## config.mk

```make
export PLATFORM = sky130hd
export DESIGN_NAME = wall_painter_flat
export DESIGN_NICKNAME = d
export VERILOG_FILES = /design/src/rtl/wall_painter_if.sv /design/src/rtl/wall_painter.sv /design/src/flat_wrapper.sv
export SDC_FILE = /design/constraint.sdc
export NUM_CORES = 1
export LEC_CHECK = 0
export CAP_MARGIN = 20
export CORE_ASPECT_RATIO = 0.5
export CORE_MARGIN = 5
export CORE_UTILIZATION = 35
export CTS_CLUSTER_DIAMETER = 100
export DETAILED_ROUTE_END_ITERATION = 8
export GPL_TIMING_DRIVEN = 0
export PLACE_DENSITY = 0.64
export SLEW_MARGIN = 20
export SYNTH_ARGS = -nofsm -noshare
export SYNTH_HDL_FRONTEND = slang
export SYNTH_SLANG_ARGS = --single-unit
```

## constraint.sdc

```tcl
create_clock -name Clk -period 5 [get_ports Clk]
set_clock_uncertainty 0.2 [all_clocks]
set_input_delay 1 -clock Clk [delete_from_list [all_inputs] [get_ports Clk]]
set_output_delay 1 -clock Clk [all_outputs]
set_load 0.01 [all_outputs]
```

## src/rtl/wall_painter_if.sv

```systemverilog
// Bus bundle between the wall painter, its sprite ROM and the frame buffer.
interface wall_painter_if;
    logic [18:0] rom_addr;
    logic [3:0]  rom_data;
    logic        fb_we;
    logic [18:0] fb_addr;
    logic [3:0]  fb_data;
    logic        fb_ack;

    modport master (
        output rom_addr,
        input  rom_data,
        output fb_we,
        output fb_addr,
        output fb_data,
        input  fb_ack
    );

    modport slave (
        input  rom_addr,
        output rom_data,
        input  fb_we,
        input  fb_addr,
        input  fb_data,
        output fb_ack
    );
endinterface

```

## src/rtl/wall_painter.sv

```systemverilog
// Paints the left and right wall columns of every row from a column-indexed sprite ROM
// into the frame buffer, skipping transparent (index 0) pixels.
module wall_painter #(
    parameter int unsigned H_RES   = 640,
    parameter int unsigned V_RES   = 480,
    parameter int unsigned LEFT_W  = 10,
    parameter int unsigned RIGHT_X = 629
) (
    input  logic           Clk,
    input  logic           Reset,
    input  logic           start,
    wall_painter_if.master bus,
    output logic           busy,
    output logic           done
);

    localparam logic [18:0] XLeftLast = 19'(LEFT_W - 1);
    localparam logic [18:0] XRight    = 19'(RIGHT_X);
    localparam logic [18:0] XLast     = 19'(H_RES - 1);
    localparam logic [18:0] YLast     = 19'(V_RES - 1);
    localparam logic [18:0] HRes      = 19'(H_RES);

    typedef enum logic [2:0] {
        StIdle,
        StFetch,
        StWrite,
        StNext,
        StDone
    } state_e;

    state_e      state_q, state_d;
    logic [18:0] x_q, x_d;
    logic [18:0] y_q, y_d;
    logic [18:0] row_base_q, row_base_d;
    logic [3:0]  pix_q, pix_d;

    always_ff @(posedge Clk) begin
        if (Reset) begin
            state_q    <= StIdle;
            x_q        <= '0;
            y_q        <= '0;
            row_base_q <= '0;
            pix_q      <= '0;
        end else begin
            state_q    <= state_d;
            x_q        <= x_d;
            y_q        <= y_d;
            row_base_q <= row_base_d;
            pix_q      <= pix_d;
        end
    end

    always_comb begin
        state_d    = state_q;
        x_d        = x_q;
        y_d        = y_q;
        row_base_d = row_base_q;
        pix_d      = pix_q;
        bus.fb_we  = 1'b0;

        unique case (state_q)
            StIdle: begin
                if (start) begin
                    x_d        = '0;
                    y_d        = '0;
                    row_base_d = '0;
                    state_d    = StFetch;
                end
            end
            StFetch: begin
                pix_d   = bus.rom_data;
                state_d = (bus.rom_data != 4'd0) ? StWrite : StNext;
            end
            StWrite: begin
                bus.fb_we = 1'b1;
                if (bus.fb_ack) begin
                    state_d = StNext;
                end
            end
            StNext: begin
                // End of row is tested first so the frame terminates even if walls touch.
                if (x_q == XLast) begin
                    if (y_q == YLast) begin
                        state_d = StDone;
                    end else begin
                        x_d        = '0;
                        y_d        = y_q + 19'd1;
                        row_base_d = row_base_q + HRes;
                        state_d    = StFetch;
                    end
                end else begin
                    x_d     = (x_q == XLeftLast) ? XRight : x_q + 19'd1;
                    state_d = StFetch;
                end
            end
            StDone: begin
                state_d = StIdle;
            end
            default: begin
                state_d = StIdle;
            end
        endcase
    end

    assign bus.rom_addr = x_q;
    assign bus.fb_addr  = row_base_q + x_q;
    assign bus.fb_data  = pix_q;
    assign busy         = (state_q == StFetch) || (state_q == StWrite) || (state_q == StNext);
    assign done         = (state_q == StDone);

endmodule

```

## src/flat_wrapper.sv

```systemverilog
// flat-port wrapper written by rule: the top's interface ports become plain ports
module wall_painter_flat 
#(
    parameter int unsigned H_RES   = 640,
    parameter int unsigned V_RES   = 480,
    parameter int unsigned LEFT_W  = 10,
    parameter int unsigned RIGHT_X = 629
)
  (Clk, Reset, start, busy, done, bus_rom_addr, bus_rom_data, bus_fb_we, bus_fb_addr, bus_fb_data, bus_fb_ack);
  wall_painter_if bus_i ();
  input  logic Clk;
  input  logic Reset;
  input  logic start;
  output logic busy;
  output logic done;
  output wire logic [$bits(bus_i.rom_addr)-1:0] bus_rom_addr;
  input wire logic [$bits(bus_i.rom_data)-1:0] bus_rom_data;
  output wire logic [$bits(bus_i.fb_we)-1:0] bus_fb_we;
  output wire logic [$bits(bus_i.fb_addr)-1:0] bus_fb_addr;
  output wire logic [$bits(bus_i.fb_data)-1:0] bus_fb_data;
  input wire logic [$bits(bus_i.fb_ack)-1:0] bus_fb_ack;
  assign bus_rom_addr = bus_i.rom_addr;
  assign bus_i.rom_data = bus_rom_data;
  assign bus_fb_we = bus_i.fb_we;
  assign bus_fb_addr = bus_i.fb_addr;
  assign bus_fb_data = bus_i.fb_data;
  assign bus_i.fb_ack = bus_fb_ack;
  wall_painter #(.H_RES(H_RES), .V_RES(V_RES), .LEFT_W(LEFT_W), .RIGHT_X(RIGHT_X)) u_core (.Clk(Clk), .Reset(Reset), .start(start), .bus(bus_i), .busy(busy), .done(done));
endmodule
```

After elaboration in Yosys (flattened, before gate mapping)
Cells that the tools add are included.
{"block": "word_totals", "register_bits": 64, "latchBits": 0, "mem_bits_rw": 0, "romBits": 0, "input_bits": 8, "out_inout_bits": 45, "word_cells": 47, "mem_count": 0}
{"block": "op_classes", "add_sub_neg": 4, "multipliers": 0, "div": 0, "magnitude_cmp": 0, "eq_ne": 12, "shift": 0, "n_mux": 18, "bitwise_logic": 0, "n_reduce_logical": 8}
{"cell": "2-to-1 mux 19 bit", "n": 8}
{"cell": "one-hot mux 19 bit (2 select lines)", "n": 3}
{"cell": "adder 19 x 1 -> 19 bit (second input constant)", "n": 2}
{"cell": "adder 19 x 10 -> 19 bit (second input constant)", "n": 1}
{"cell": "adder 19 bit", "n": 1}
{"cell": "equality test 19 x 10 -> 1 bit (second input constant)", "n": 1}
{"cell": "equality test 19 x 4 -> 1 bit (second input constant)", "n": 1}
{"cell": "equality test 19 x 9 -> 1 bit (second input constant)", "n": 1}
{"cell": "2-to-1 mux 3 bit", "n": 4}
{"cell": "one-hot mux 3 bit (4 select lines)", "n": 1}
{"cell": "equality test 3 x 2 -> 1 bit (second input constant)", "n": 2}
{"cell": "!= test 2 bit (second input constant)", "n": 3}
{"cell": "AND reduction 4 bit", "n": 1}
{"cell": "nonzero test 4 bit", "n": 1}
{"cell": "equality test 3 x 1 -> 1 bit (second input constant)", "n": 1}
{"cell": "equality test 3 bit (second input constant)", "n": 1}
{"cell": "zero test 3 bit", "n": 1}
{"cell": "!= test 3 bit (second input constant)", "n": 1}
{"cell": "AND reduction 3 bit", "n": 1}
{"cell": "logical OR 1 bit", "n": 2}
{"cell": "2-to-1 mux 1 bit", "n": 2}
{"cell": "!= test 2 x 1 -> 1 bit (second input constant)", "n": 1}
{"cell": "AND reduction 2 bit", "n": 1}
{"cell": "nonzero test 2 bit", "n": 1}

Depth between registers and ports, before layout
{"block": "depth", "depth_word": 4, "mapped_depth": 10, "ltp_nobuf": 7}

Worst setup path before layout
OpenSTA, ideal clock, no wires.
{"block": "synth_timing", "path_kind": "register -> output", "start": "reg u_core.x_q[8], in the netlist u_core.bus.rom_addr[8]", "end": "out bus_fb_addr[17]", "arrival_ns": 2.007, "required_ns": 3.800, "path_slack_ns": 1.793, "path_stages_with_launch": 7, "path_buffers": 0, "cell_sequence": "dfxtp_1 -> ha_1 -> a21oi_1 -> o21ai_0 -> a2111oi_2 -> o31ai_1 -> nor3_1"}
{"block": "synth_between", "elab_chain_len": 1}
{"element": "from (decl)", "line": "wall_painter.sv:32", "source": "logic [18:0] x_q, x_d;"}
{"element": "from (signal assigned)", "line": "wall_painter.sv:40", "source": "x_q <= '0;"}
{"element": "from (signal assigned)", "line": "wall_painter.sv:46", "source": "x_q <= x_d;"}
{"element": "adder 19 bit", "line": "wall_painter.sv:106", "source": "assign bus.fb_addr = row_base_q + x_q;"}
{"element": "to (decl)", "line": "flat_wrapper.sv:19", "source": "output wire logic [$bits(bus_i.fb_addr)-1:0] bus_fb_addr;"}
Every way passes these cells.

Worst setup path after layout
Same ends and word-level chain as after synthesis.

==> metrics.yaml <==
status:
  run_status: "completed"
clocking:
  clk_path_buf_depth: 2
  htreeDepth: 3
  cts_tree: "done"
  path_clk_slew_ps: 50
  clkSinkCount: 57
  cts-resized-gates: 0
  clock_latency_ps: 330
  cts_setup_buffers: 0
  cts_hold_buffers: 0
  cts-root-buf: "clkbuf_16"
  cts_made_buffers: 9
global_routing:
  grt.overflow.total: 0
  grt_pass1_vias: 3837
  grt_antenna_before_repair: 0
  grt_pass1_wl_mm: 19.68
  grt_max_degree: 11
  gr-usage-all-layers: 0.1698
die:
  start_util: 0.3539
  die_w_um: 163.6
  coreArea_um2: 11670
  rows: 28
  die_y_um: 86.80
  die-area_um2: 14200
  io_pins: 53
sta:
  finalCriticalPeriod_ps: 4281
  rsz0062_at_grt: "false"
  hold_viol: 0
  finalCritPeriodShare: 0.8561
  timing.fmax_ghz: 0.2336
  slew_viol_final: 0
  finalSetupViolCount: 0
  tns_ps: 0
  relSlewSlack: 0.3584
  worstMarginPinSlew_ps: 953.7
logic_synthesis:
  syn-num-nets: 541
  synthArstFlopShare: 0
  synth-seq-area-share: 0.2764
  syn_avg_cell_area_um2: 7.986
  synth-main-ff-cell: "dfxtp_1"
  netlist_top_cells_area: "dfxtp_1, nand2_1, ha_1, a2111o_1, mux2i_1"
  netlist_instances: 517
  synth_cell_type_count: 68
  synth_enable_flop_cells: 0
  synthTopCellsByCount: "nand2_1, dfxtp_1, nor2_1"
  yosysWarnings: 0
  synth_top_area_frac: 0.2764
  synth_seq_cells: 57
  syn-cell-area_um2: 4129
  synth_top_area_cell: "dfxtp_1"
  yosysMostFrequentCell: "nand2_1"
power:
  power.leakage_nw: 1.937
  ir_drop_v: 0.0001485
  p_per_area_nw_per_um2: 252.7
drt:
  vias: 4261
  wl_mm: 12.14
  ant_nets: 0
  via_per_inst: 5.689
  wl_per_cell_um: 16.20
  first_pass_iters: 5
  dr.first_iter.drc_count: 344
  drc: 0
worst_setup_path:
  cp.arrival_ps: 3080
  critical_path_required_ps: 3800
  cp_max_fo: 8
  critPathLaunchType: "flip-flop"
  critical_path_class: "reg -> out"
  crit_path_end_kind: "output pin"
hold_path:
  hp-class: "reg -> reg"
placement:
  port_buffers: 52
  place_congestion: 0.8863
  dp_hpwl_mm: 8.720
flow_run:
  max_cap_viol_count: 0
final_layout:
  post-route-util: 0.4417
  fillers: 1162
  syn2layout_area_growth_pct: 24.79
  drive_gt1_frac: 0.1027
  fin_nets: 604
  diodes: 0
## state kept, by name (all words and copies together) (netlist names)
name and flops:
u_core.state_q 3, u_core.row_base_q 12, u_core.bus.fb_data 4, u_core.bus.rom_addr 19
u_core.y_q 19
## worst paths after layout
check	startpoint	endpoint	slack, ps	cells after the start
worst max-delay path	u_core.bus.rom_addr[8]	bus_fb_addr[17]	720	7
worst min register to register	u_core.y_q[4]	u_core.y_q[4]	280	2
worst min-delay path	u_core.y_q[4]	u_core.y_q[4]	280	2
worst max register to register	u_core.bus.rom_addr[0]	u_core.row_base_q[18]	2380	8
## cells by family (layout without fill, tap and decap cells)
family,after synthesis,count (layout),synth area share
AOI/OAI and AO/OA,137,137,0.2497
xor gates and xnor gates,12,12,0.02545
adders and majority gates,16,16,0.04848
buffers and inverters,56,123,0.07545
DFF,57,57,0.2764
muxes,17,17,0.04151
other,1,1,0.0009082
and+or+nand+nor,221,221,0.2821
## metrics by stage
| step | instances | hold WS [ps] | area [µm²] | setup WS, ps | total power [W] |
|---|---|---|---|---|---|
| after floorplan | 517 | 236.6 | 4129 | 1793 | 0.0006200 |
| after global placement | 734 | 260.2 | 4856 | 1065 | 0.0006881 |
| after detailed placement | 734 | 259.0 | 4856 | 1043 | 0.0006908 |
| after CTS | 749 | 266.3 | 5152 | 673.5 | 0.001307 |
| after global routing | 749 | 307.3 | 5152 | 442.4 | 0.001346 |
| final | 749 | 276.5 | 5152 | 719.4 | 0.001302 |
## final cells by class
type                            count  area, µm²  area share
Buffer                             44      266.5     0.05172
Clock buffer                       12      256.5     0.04978
Clock inverter                      3      40.04    0.007771
Inverter                           12      45.04    0.008742
Multi-Input combinational cell    404       2676      0.5194
Sequential cell                    57       1141      0.2215
Tap cell                          165      206.4     0.04007
Timing Repair Buffer               52      520.5      0.1010
## worst max-delay path, stage by stage (launching register included)
cell,delay (ps)
dfxtp_1,500
ha_1,320
a21oi_1,230
o21ai_0,150
a2111oi_2,640
o31ai_1,170
nor3_1,170
clkdlybuf4s50_1,570
## report_power, final
| group | switching, W | internal (W) |
|---|---|---|
| Clock | 0.000211 | 0.000408 |
| Combinational | 0.000125 | 0.0000857 |
| Sequential | 0.00000788 | 0.000465 |
## per-layer routing
metal / GRT usage / share of wire / up-vias
met5: 0 / 0 / -
met4: 0.03805 / 0.0093 / 0
met3: 0.03753 / 0.053 / 12
met2: 0.2606 / 0.45 / 124
met1: 0.2441 / 0.49 / 2043
li1: - / - / 2082
## placed cells by master (no fill, tap or decap), types with 6 or more instances in the layout
master / instances
buf_2: 13
a31oi_1: 19
inv_1: 12
o21ai_0: 13
and2_1: 7
a211oi_1: 12
a2111o_1: 16
o2111ai_1: 13
nor3_1: 7
dfxtp_1: 57
clkbuf_16: 9
clkbuf_1: 19
nand2_1: 65
ha_1: 16
nor4_1: 6
clkbuf_8: 6
nor2_1: 32
a21o_1: 7
xnor2_1: 7
clkdlybuf4s50_1: 52
nand2b_1: 9
a21oi_1: 30
mux2i_1: 16
nand4_1: 18
nand3_1: 29
and3_1: 11
No activity file was read; power rests on OpenSTA's default activity.
